**config.mk**
```make
export PLATFORM = sky130hd
export DESIGN_NAME = eth_rx_dispatcher
export DESIGN_NICKNAME = d
export VERILOG_FILES = /design/src/rtl/eth_rx_dispatcher.sv
export SDC_FILE = /design/constraint.sdc
export NUM_CORES = 1
export LEC_CHECK = 0
export CORE_MARGIN = 1
export CORE_UTILIZATION = 43
export CTS_CLUSTER_SIZE = 12
export DETAILED_ROUTE_END_ITERATION = 8
export PLACE_DENSITY = 0.73
export SETUP_SLACK_MARGIN = 0.1
export SYNTH_ARGS = -nofsm -noshare
export SYNTH_HDL_FRONTEND = slang
export SYNTH_SLANG_ARGS = --single-unit
```
**constraint.sdc**
```tcl
create_clock -name eth_clk -period 2.5 [get_ports eth_clk]
set_input_delay 0.75 -clock eth_clk [delete_from_list [all_inputs] [get_ports eth_clk]]
set_output_delay 0.75 -clock eth_clk [all_outputs]
set_load 0.01 [all_outputs]
```
**src/rtl/eth_rx_dispatcher.sv**
```systemverilog
// Ethernet II header parser that enables one protocol handler per frame, plus a two-slot TX request arbiter.
// Handler enable 1 cycle after header byte 13; tx_start 2 cycles after a send edge; RX has no backpressure, TX holds requests while tx_busy.
package Types;
    typedef enum logic [15:0] {
        IPV4 = 16'h0800,
        ARP  = 16'h0806
    } e_ethertype;

    typedef struct packed {
        logic [47:0] mac_destination;
        logic [47:0] mac_source;
        logic [15:0] ethertype;
    } st_eth_header;

    typedef struct packed {
        logic [47:0] mac_destination;
        logic [15:0] ethertype;
        logic [15:0] length;
        logic [31:0] handle;
    } st_eth_packet;
endpackage

module eth_rx_dispatcher #(
    parameter int MAX_HDR_BYTES = 14
) (
    input  logic                eth_clk,
    input  logic                rst_in,
    input  logic                frame_valid,
    input  logic [7:0]          data_rxd,
    input  logic                data_new,
    output Types::st_eth_header eth_header,
    output logic                arp_active,
    output logic                ipv4_active,
    input  logic                arp_finished,
    input  logic                ipv4_finished,
    input  logic                arp_send,
    input  Types::st_eth_packet arp_packet,
    input  logic                ipv4_send,
    input  Types::st_eth_packet ipv4_packet,
    input  logic                tx_busy,
    output logic                tx_start,
    output Types::st_eth_packet tx_packet,
    output logic [15:0]         rx_frames,
    output logic [15:0]         rx_dropped,
    output logic [15:0]         tx_dropped
);
    localparam int CW = $clog2(MAX_HDR_BYTES + 1);
    localparam logic [CW-1:0] LAST_BYTE = CW'(MAX_HDR_BYTES - 1);
    localparam int HW = $bits(Types::st_eth_header);

    typedef enum logic [1:0] {S_IDLE, S_HEADER, S_DISPATCH, S_DRAIN} e_state;

    e_state              state;
    e_state              state_next;
    logic [CW-1:0]       byte_cnt;
    logic                armed;
    logic                sel_arp;
    logic                hdr_load;
    logic                hdr_last;
    logic                frame_inc;
    logic                drop_inc;
    logic [15:0]         rx_type;
    logic                type_arp;
    logic                type_ipv4;

    logic                arp_send_q;
    logic                ipv4_send_q;
    logic                arp_pend;
    logic                ipv4_pend;
    Types::st_eth_packet arp_slot;
    Types::st_eth_packet ipv4_slot;
    logic                arp_edge;
    logic                ipv4_edge;
    logic                issue;
    logic                issue_arp;
    logic                issue_ipv4;
    logic                arp_drop;
    logic                ipv4_drop;
    logic [16:0]         tx_drop_sum;
    logic                unused_finished;

    assign unused_finished = arp_finished ^ ipv4_finished;

    // The EtherType is judged from the stored high byte and the byte arriving now.
    assign rx_type   = {eth_header.ethertype[7:0], data_rxd};
    assign type_arp  = (rx_type == 16'(Types::ARP));
    assign type_ipv4 = (rx_type == 16'(Types::IPV4));
    assign hdr_last  = (state == S_HEADER) && frame_valid && data_new && (byte_cnt == LAST_BYTE);

    always_ff @(posedge eth_clk) begin
        if (rst_in) begin
            state <= S_IDLE;
        end else begin
            state <= state_next;
        end
    end

    // A frame already in flight when reset lifts is drained rather than parsed mid-way.
    always_comb begin
        state_next = state;
        case (state)
            S_IDLE: begin
                if (frame_valid && !armed) begin
                    state_next = S_DRAIN;
                end else if (frame_valid && data_new) begin
                    state_next = S_HEADER;
                end
            end
            S_HEADER: begin
                if (!frame_valid) begin
                    state_next = S_IDLE;
                end else if (hdr_last) begin
                    state_next = (type_arp || type_ipv4) ? S_DISPATCH : S_DRAIN;
                end
            end
            S_DISPATCH, S_DRAIN: begin
                if (!frame_valid) begin
                    state_next = S_IDLE;
                end
            end
            default: state_next = S_IDLE;
        endcase
    end

    always_comb begin
        arp_active  = (state == S_DISPATCH) && sel_arp;
        ipv4_active = (state == S_DISPATCH) && !sel_arp;
        hdr_load    = frame_valid && data_new && (((state == S_IDLE) && armed) || (state == S_HEADER));
        frame_inc   = (state == S_DISPATCH) && !frame_valid;
        drop_inc    = (state == S_HEADER) && (!frame_valid || (hdr_last && !(type_arp || type_ipv4)));
    end

    always_ff @(posedge eth_clk) begin
        if (rst_in) begin
            byte_cnt   <= '0;
            armed      <= 1'b0;
            sel_arp    <= 1'b0;
            eth_header <= '0;
            rx_frames  <= '0;
            rx_dropped <= '0;
        end else begin
            if (!frame_valid) begin
                armed <= 1'b1;
            end
            if (state == S_IDLE) begin
                byte_cnt <= hdr_load ? CW'(1) : '0;
            end else if (hdr_load) begin
                byte_cnt <= byte_cnt + 1'b1;
            end
            if (hdr_load) begin
                eth_header <= Types::st_eth_header'({eth_header[HW-9:0], data_rxd});
            end
            if (hdr_last) begin
                sel_arp <= type_arp;
            end
            if (frame_inc && (rx_frames != 16'hFFFF)) begin
                rx_frames <= rx_frames + 16'd1;
            end
            if (drop_inc && (rx_dropped != 16'hFFFF)) begin
                rx_dropped <= rx_dropped + 16'd1;
            end
        end
    end

    assign arp_edge    = arp_send && !arp_send_q;
    assign ipv4_edge   = ipv4_send && !ipv4_send_q;
    assign issue       = !tx_busy && !tx_start && (arp_pend || ipv4_pend);
    assign issue_arp   = issue && arp_pend;
    assign issue_ipv4  = issue && !arp_pend;
    // A slot being issued this cycle is free to take the new request.
    assign arp_drop    = arp_edge && arp_pend && !issue_arp;
    assign ipv4_drop   = ipv4_edge && ipv4_pend && !issue_ipv4;
    assign tx_drop_sum = {1'b0, tx_dropped} + {16'd0, arp_drop} + {16'd0, ipv4_drop};

    always_ff @(posedge eth_clk) begin
        if (rst_in) begin
            arp_send_q  <= 1'b0;
            ipv4_send_q <= 1'b0;
            arp_pend    <= 1'b0;
            ipv4_pend   <= 1'b0;
            arp_slot    <= '0;
            ipv4_slot   <= '0;
            tx_start    <= 1'b0;
            tx_packet   <= '0;
            tx_dropped  <= '0;
        end else begin
            arp_send_q  <= arp_send;
            ipv4_send_q <= ipv4_send;
            if (arp_edge && (!arp_pend || issue_arp)) begin
                arp_slot <= arp_packet;
                arp_pend <= 1'b1;
            end else if (issue_arp) begin
                arp_pend <= 1'b0;
            end
            if (ipv4_edge && (!ipv4_pend || issue_ipv4)) begin
                ipv4_slot <= ipv4_packet;
                ipv4_pend <= 1'b1;
            end else if (issue_ipv4) begin
                ipv4_pend <= 1'b0;
            end
            tx_start <= issue;
            if (issue) begin
                tx_packet <= issue_arp ? arp_slot : ipv4_slot;
            end
            tx_dropped <= tx_drop_sum[16] ? 16'hFFFF : tx_drop_sum[15:0];
        end
    end
endmodule

```
==> results.toml, run 1 <==
[status]
status = "finished clean"

[critical_path]
crit_path_max_incr_delay_ps = 580
crit_cells = 1
cp_max_fo = 4
endpoint_kind = "output pin"
critical_path_arrival_ps = 1610
r2r_cells = 10
required_ps = 1750
cp-start-kind = "flop"
r2r_slack_ps = 290
path_buf_inv = 1
critPathTopFamily = "buffers and inverters"
crit_type = "flop to output pin"
slowest_stage = "clkdlybuf4s50_1"
critical_path.cell_chain = "clkdlybuf4s50_1"

[timing]
setup_slack_ps = 143
fin_skew_ps = 29.5
finalHoldViolCount = 0
setup_violations = 0
fin_crit_sh = 0.943
finalSetupTns_ps = 0
slew-limit-headroom = 0.418
fmax_ghz = 0.424
rsz0062_at_grt = "false"
drv_slew = 0
finalCriticalPeriod_ps = 2360
holdWs_ps = 453
worst_slew_pin_slew_ps = 873

[clock_network]
cts_sinks = 509
htree_num_levels = 2
clkLatencyLatePin_ps = 590
cts.path.max_buffers = 3
numCtsBuffers = 54
path_clk_slew_ps = 60
cts_tree = "done"
postCtsHoldBufs = 0
root_buffer = "clkbuf_16"

[place]
place.gp.congestion = 0.920
placedInstanceArea_sq_mm = 0.0257
placedCellCount = 3332
place_hpwl_microns = 42000
io_buffers = 513
dp_slack_ps = -662

[hold_path]
worstHoldPathType = "flop to flop"
worstHoldPathCells = 2

[pwr]
powerDensity_mw_per_mm2 = 686
power_frac_comb = 0.122
peakVddDrop_mv = 0.537
total_power_mw = 18.8
sw_frac_of_total = 0.243
internal_power_mw = 14.3
seqPwrFrac = 0.462
power_frac_clock = 0.416
p_sw_mw = 4.58
p_leak_nw = 9.65

[logic_synthesis]
synth_top_area_frac = 0.526
yosysSeqAreaShare = 0.526
synth.largest_area_cell = "dfxtp_1"
syn-cell-area_sq_mm = 0.0194
syn_area_per_cell_sq_um = 8.38
synth_cells = 2312
ys_types = 54
syn_nets = 2559
synth-seq-cells = 509
synth_enable_flop_cells = 0
netlist_top_cells_area = "dfxtp_1 (53%), nand2_1 (14%), a21oi_1 (9.3%)"
yosysWarnings = 0
async_reset_ff_frac = 0
yosysMostFrequentCell = "nand2_1"
synth_commonest_cells = "nand2_1 (698), dfxtp_1 (509), a21oi_1 (362)"
synth_top_flop_cell = "dfxtp_1"

[final_layout]
final_cell_area_sq_mm = 0.0275
finalNetCount = 3044
fin_util = 0.620
drive_above_1_share = 0.0814
final_cells = 3440
area_delta_synth_final_pct = 41.8

[floorplan]
die_x_microns = 214
coreArea_sq_mm = 0.0443
die_area_sq_mm = 0.0459
start_util = 0.437
ios = 516
num_rows = 77
fp.dieH_microns = 214

[run]
drv_cap = 0

[drt]
vias_per_cell = 5.23
met3_length_microns = 3910
avgRoutedWirePerCell_microns = 17.4
highest_layer = "met5"
dr_total_vias = 18000
wl_met2_microns = 29200
drtPass1Iterations = 6
drc = 0
antenna_left = 0
drt_wl_total_microns = 59800
drt-met1-wl_microns = 24300
drt_iter0_drc = 1311

[grt]
grt_pass1_wl_microns = 93600
grt_overflow = 0
grt_usage = 0.250
grt_max_degree = 116
antenna_found_initial = 13
grt_pass1_vias = 17400
==> path summary, 6_finish.rpt <==
path | end | startpoint
setup / recovery | eth_header[7] | eth_header[7]
hold / removal | ipv4_slot[5] | ipv4_slot[5]
setup reg to reg | tx_dropped[1] | arp_pend
hold reg to reg | ipv4_slot[5] | ipv4_slot[5]
==> layout by cell type, fill, tap and decap left out, drive strengths merged, types with 9 or more instances in the layout <==
cell type      Yosys  routed
o31ai              9       9
nor4              16      16
nor2             148     148
buf               67      92
mux2i            115     115
inv                9      10
nand3             20      20
a21oi            372     372
nor3              10      10
diode              0      10
nand2            698     698
xor2              11      11
nor2b              9       9
clkbuf           108      89
clkdlybuf4s50      0     502
a211oi           113     113
dfxtp            509     509
xnor2             15      15
o21ai             11      11
nand4             14      14
==> registers in the layout (all words and copies together), names as in the netlist <==
register     flops
armed            1
arp_pend         1
arp_send_q       1
arp_slot       112
byte_cnt         4
eth_header     112
ipv4_pend        1
ipv4_send_q      1
ipv4_slot      112
rx_dropped      16
rx_frames       16
sel_arp          1
state            2
tx_dropped      16
tx_packet      112
tx_start         1
==> per-layer routing <==
layer  vias to the layer above  GRT usage
li1                       8765          -
met3                       130     0.0532
met1                      8474      0.302
met5                         -          0
met2                       609      0.425
met4                         6      0.117
==> cell type report <==
| cell class | instances | area [sq um] |
|---|---|---|
| antenna | 10 | 25.0 |
| clock buffer | 88 | 1620 |
| clock inverter | 9 | 128 |
| fill | 3739 | 16800 |
| inverter | 9 | 33.8 |
| multi-input combinational | 1619 | 8500 |
| sequential | 509 | 10200 |
| tap | 592 | 741 |
| timing repair buffer | 604 | 6220 |
==> cell families after synthesis <==
group,share of synthesized area
and+or+nand+nor,0.202
AOI/OAI and AO/OA,0.152
DFF,0.526
buffers and inverters,0.0409
muxes,0.0629
xor gates and xnor gates,0.0117
adders and majority gates,0.00426
==> timing repair <==
item,CTS,global route
endpoints found under the hold margin,0,0
buffers inserted,0,1
setup endpoints to repair,24,26
pin swaps,3,3
gates cloned,0,0
resized for setup,19,14
==> power groups by stage <==
| stage | clock network (mW) | registers [mW] | logic (mW) |
|---|---|---|---|
| floorplan | 0 | 8.91 | 1.04 |
| global placement | 0 | 8.87 | 2.27 |
| detailed placement | 0 | 8.89 | 2.31 |
| CTS | 7.99 | 8.71 | 2.32 |
| global route | 8.36 | 8.75 | 2.49 |
| finish | 7.83 | 8.71 | 2.30 |
Power figures use the tool's default switching activity.
==> run 2: changes to the inputs <==
--- a/config.mk
+++ b/config.mk
@@ -9,6 +9,7 @@
 export CORE_UTILIZATION = 43
 export CTS_CLUSTER_SIZE = 12
 export DETAILED_ROUTE_END_ITERATION = 8
+export GPL_TIMING_DRIVEN = 0
 export PLACE_DENSITY = 0.73
 export SETUP_SLACK_MARGIN = 0.1
 export SYNTH_ARGS = -nofsm -noshare
==> run 2 against run 1 <==
Against the previous run: clock power fell by 2.8%; register-to-register slack got worse by 90 ps; core utilization fell by 0.63 points; clock skew fell by 17 ps; largest power group unchanged.
==> results.toml, run 2 (synthesis gave the netlist of run 1 again) <==
[drt]
vias_per_cell = 5.26
drc = 0
avgRoutedWirePerCell_microns = 18.5
drt_iter0_drc = 1298
dr_total_vias = 18600
antenna_left = 0
drt_wl_total_microns = 65300
drtPass1Iterations = 5

[place]
place.gp.congestion = 0.916
dp_slack_ps = -950
placedCellCount = 3415
place_hpwl_microns = 49100
io_buffers = 511
placedInstanceArea_sq_mm = 0.0253

[clock_network]
path_clk_slew_ps = 60
clkLatencyLatePin_ps = 580
numCtsBuffers = 53
htree_num_levels = 2
root_buffer = "clkbuf_16"
cts_tree = "done"
cts_sinks = 509
cts.path.max_buffers = 3
postCtsHoldBufs = 0

[grt]
grt_usage = 0.275
grt_util_met3 = 0.0495
met2_usage = 0.453
grt_pass1_vias = 18100
grt_pass1_wl_microns = 100000
grt-busiest-layer = "met2"
grt_max_degree = 14
antenna_found_initial = 13
grt_util_met1 = 0.345
grt_overflow = 0

[pwr]
p_leak_nw = 9.55
peakVddDrop_mv = 0.461
powerDensity_mw_per_mm2 = 684

[floorplan]
ios = 516
fp.dieH_microns = 214
coreArea_sq_mm = 0.0443
die_area_sq_mm = 0.0459
die_x_microns = 214
start_util = 0.437
num_rows = 77

[critical_path]
critical_path_arrival_ps = 1620
critPathTopFamily = "buffers and inverters"
required_ps = 1750
crit_type = "flop to output pin"
cp-start-kind = "flop"
r2r_slack_ps = 200
slowest_stage = "clkdlybuf4s50_1"
path_buf_inv = 1
critical_path.cell_chain = "clkdlybuf4s50_1"
crit_path_max_incr_delay_ps = 620
endpoint_kind = "output pin"
cp_max_fo = 6

[timing]
finalHoldViolCount = 0
setup_violations = 0
finalSetupTns_ps = 0
holdWs_ps = 454
rsz0062_at_grt = "true"
drv_slew = 0
worst_slew_pin_slew_ps = 1050
slew-limit-headroom = 0.299
setup_slack_ps = 128
fin_skew_ps = 12.1
finalCriticalPeriod_ps = 2370
fmax_ghz = 0.422
fin_crit_sh = 0.949

[hold_path]
worstHoldPathType = "flop to flop"

[final_layout]
drive_above_1_share = 0.0700
final_cell_mix = "nand2_1 (697), clkdlybuf4s50_1 (498), dfxtp_1 (495)"
multi_input_area_sq_mm = 0.00850
finalNetCount = 3140
fill_cells = 3847
final_cells = 3527
final_common_cell = "nand2_1"
final_cell_area_sq_mm = 0.0272
area_delta_synth_final_pct = 40.4
regArea_sq_mm = 0.0102

[status]
status = "finished clean"

[run]
drv_cap = 0
[run 2: routing by layer]
metal | vias to the layer above | part of all wire
met4 | 8 | 0.047
li1 | 8943 | -
met1 | 8789 | 0.42
met3 | 170 | 0.058
met5 | - | 0.00095
met2 | 658 | 0.47
[run 2: path summary, 6_finish.rpt]
path / start / end / depth (start not counted)
hold / removal: arp_slot[33] / arp_slot[33] / 2
setup / recovery: rx_dropped[9] / rx_dropped[9] / 1
hold reg to reg: arp_slot[33] / arp_slot[33] / 2
setup reg to reg: arp_pend / tx_dropped[1] / 11
[run 2: what timing repair did]
action	4_1_cts	5_1_grt
cloned	1	0
setup buffers	8	6
gates resized for setup	33	27
pin swaps	7	6
endpoints found under the setup margin	300	215
[run 2: where the power goes]
part	total [mW]	internal [mW]	leakage (nW)	switching, mW
clock network	7.61	4.47	0.817	3.14
logic	2.28	1.05	4.57	1.23
registers	8.72	8.50	4.16	0.220
[run 2: cell type report]
type	instances	area share
Timing Repair Buffer	526	0.193
Buffer	175	0.0287
Tap cell	592	0.0272
Clock inverter	10	0.00405
Inverter	9	0.00138
Sequential cell	509	0.375
Antenna cell	8	0.000736
Multi-Input combinational cell	1619	0.312
Clock buffer	79	0.0572
[run 2: stage by stage]
stage	util	total power, mW
floorplan	-	9.95
global placement	0.570	11.1
detailed placement	0.570	11.1
CTS	0.611	18.7
global route	0.614	19.3
finish	0.614	18.6
==> run 3: changes to the inputs <==
--- a/config.mk
+++ b/config.mk
@@ -11,7 +11,7 @@
 export DETAILED_ROUTE_END_ITERATION = 8
 export GPL_TIMING_DRIVEN = 0
 export PLACE_DENSITY = 0.73
-export SETUP_SLACK_MARGIN = 0.1
+export SETUP_SLACK_MARGIN = 0.4
 export SYNTH_ARGS = -nofsm -noshare
 export SYNTH_HDL_FRONTEND = slang
 export SYNTH_SLANG_ARGS = --single-unit
==> constraint.sdc (replaced) <==
create_clock -name eth_clk -period 2.5 [get_ports eth_clk]
set_input_delay 0.75 -clock eth_clk [delete_from_list [all_inputs] [get_ports eth_clk]]
set_output_delay 0.75 -clock eth_clk [all_outputs]
set_load 0.005 [all_outputs]
==> run 3 against run 2 <==
Against the previous run: sequential cell count unchanged; sequential share of layout area increased by 0.089 points; largest cell class unchanged; non-clock buffer count increased by 49; critical path type is now input pin to flop; sequential power about the same.
==> results.toml, run 3 (synthesis gave the netlist of run 1 again) <==
[final_layout]
final_cells = 3580
drive_above_1_share = 0.142
finalNetCount = 3189
area_delta_synth_final_pct = 42.7
final_cell_area_sq_mm = 0.0277
final_cell_mix = "nand2_1 (696), dfxtp_1 (381), a21oi_1 (359)"
final_common_cell = "nand2_1"

[drt]
dr_total_vias = 18800
drtPass1Iterations = 8
drt_wl_total_microns = 67700
drt_iter0_drc = 1262
avgRoutedWirePerCell_microns = 18.9
drc = 0
antenna_left = 0
vias_per_cell = 5.26

[pwr]
internal_power_mw = 13.9
p_sw_mw = 4.64
powerDensity_mw_per_mm2 = 672
seqPwrFrac = 0.469
peakVddDrop_mv = 0.574
sw_frac_of_total = 0.250
p_leak_nw = 11.2
power_frac_clock = 0.414
power_frac_comb = 0.117

[critical_path]
critical_path_arrival_ps = 2750
slowest_stage = "or3_4"
crit_type = "input pin to flop"
r2r-start = "arp_pend"
endpoint_kind = "flop"
required_ps = 3000
crit_path_max_incr_delay_ps = 350
critical_path.cell_chain = "clkdlybuf4s15_1 -> nand2b_4 -> nor2_4 -> fa_2 -> ha_4 -> nand2_2 -> or3_4 -> nor3_4 -> nand4_4 -> clkbuf_16 -> a21oi_2"
timing.rr.end = "tx_dropped[3]"
cp-start-kind = "input pin"
r2r_slack_ps = 270
cp_max_fo = 5
r2r_cells = 11

[clock_network]
cts_tree = "done"
htree_num_levels = 2
numCtsBuffers = 53
clkLatencyLatePin_ps = 590
root_buffer = "clkbuf_16"
cts_sinks = 509
path_clk_slew_ps = 60
cts.path.max_buffers = 3

[timing]
holdWs_ps = 453
finalSetupTns_ps = 0
rsz0062_at_grt = "true"
fin_skew_ps = 13.6
drv_slew = 0
finalCriticalPeriod_ps = 2240
finalHoldViolCount = 0
fin_crit_sh = 0.898
setup_violations = 0
worst_slew_pin_slew_ps = 956
fmax_ghz = 0.446
slew-limit-headroom = 0.362
setup_slack_ps = 256

[floorplan]
fp.dieH_microns = 214
die_x_microns = 214
start_util = 0.437
ios = 516
die_area_sq_mm = 0.0459
coreArea_sq_mm = 0.0443
num_rows = 77

[hold_path]
hp-start = "arp_slot[33]"
worstHoldPathCells = 2
worstHoldPathType = "flop to flop"
min_to = "arp_slot[33]"

[status]
status = "finished clean"

[grt]
grt_max_degree = 14
grt_pass1_vias = 18500
grt_pass1_wl_microns = 103000
antenna_found_initial = 9
grt_usage = 0.283
grt_overflow = 0

[place]
placedInstanceArea_sq_mm = 0.0253
placedCellCount = 3415
dp_slack_ps = -1090
place_hpwl_microns = 49100
io_buffers = 511
place.gp.congestion = 0.937

[run]
drv_cap = 0
[run 3: through the flow]
step	power (mW)	util
6_report	18.6	0.624
5_1_grt	19.2	0.624
4_1_cts	18.6	0.617
3_5_place_dp	11.1	0.571
3_3_place_gp	11.0	0.571
2_1_floorplan	9.89	-
[run 3: worst max-delay path by stage]
| stage | startpoint | endpoint | cells after the start |
|---|---|---|---|
| final | arp_send | tx_dropped[3] | 11 |
| after global routing | arp_pend | tx_dropped[13] | 11 |
| after CTS | arp_pend | tx_dropped[6] | 11 |
| after detailed placement | tx_busy | tx_packet[111] | 5 |
| after global placement | tx_busy | tx_packet[63] | 5 |
| after floorplan | tx_busy | tx_dropped[10] | 10 |
[run 3: critical path: cells and delay by family]
kind	cells	cell delay (ps)
fa+ha+maj	2	410
simple gates	6	1040
compound gates	1	100
buf+inv	2	440
[run 3: layer usage]
layer | up-vias | part of all wire | GRT usage
li1 | 9072 | - | -
met1 | 8959 | 0.42 | 0.357
met2 | 648 | 0.48 | 0.472
met3 | 155 | 0.058 | 0.0457
met4 | 0 | 0.042 | 0.133
met5 | - | 0 | 0
[run 3: area by class of cell]
cell class / instances / area [sq um]
inverter: 9 / 37.5
antenna: 10 / 25.0
fill: 3873 / 16700
tap: 592 / 741
multi-input combinational: 1619 / 8620
clock inverter: 8 / 78.8
sequential: 509 / 10400
timing repair buffer: 576 / 5300
buffer: 174 / 857
clock buffer: 83 / 1600
[run 3: what timing repair did]
item | in CTS | in global routing
resized for setup | 468 | 102
hold buffers | 0 | 0
pin swaps | 13 | 11
gates cloned | 1 | 1
setup buffers | 47 | 16
endpoints found under the setup margin | 646 | 229
[run 3: power groups by stage]
stage | sequential [mW] | clock (mW) | combinational [mW]
finish | 8.70 | 7.69 | 2.18
global route | 8.74 | 8.10 | 2.37
global placement | 8.87 | 0 | 2.15
floorplan | 8.85 | 0 | 1.04
detailed placement | 8.89 | 0 | 2.18
CTS | 8.70 | 7.77 | 2.13
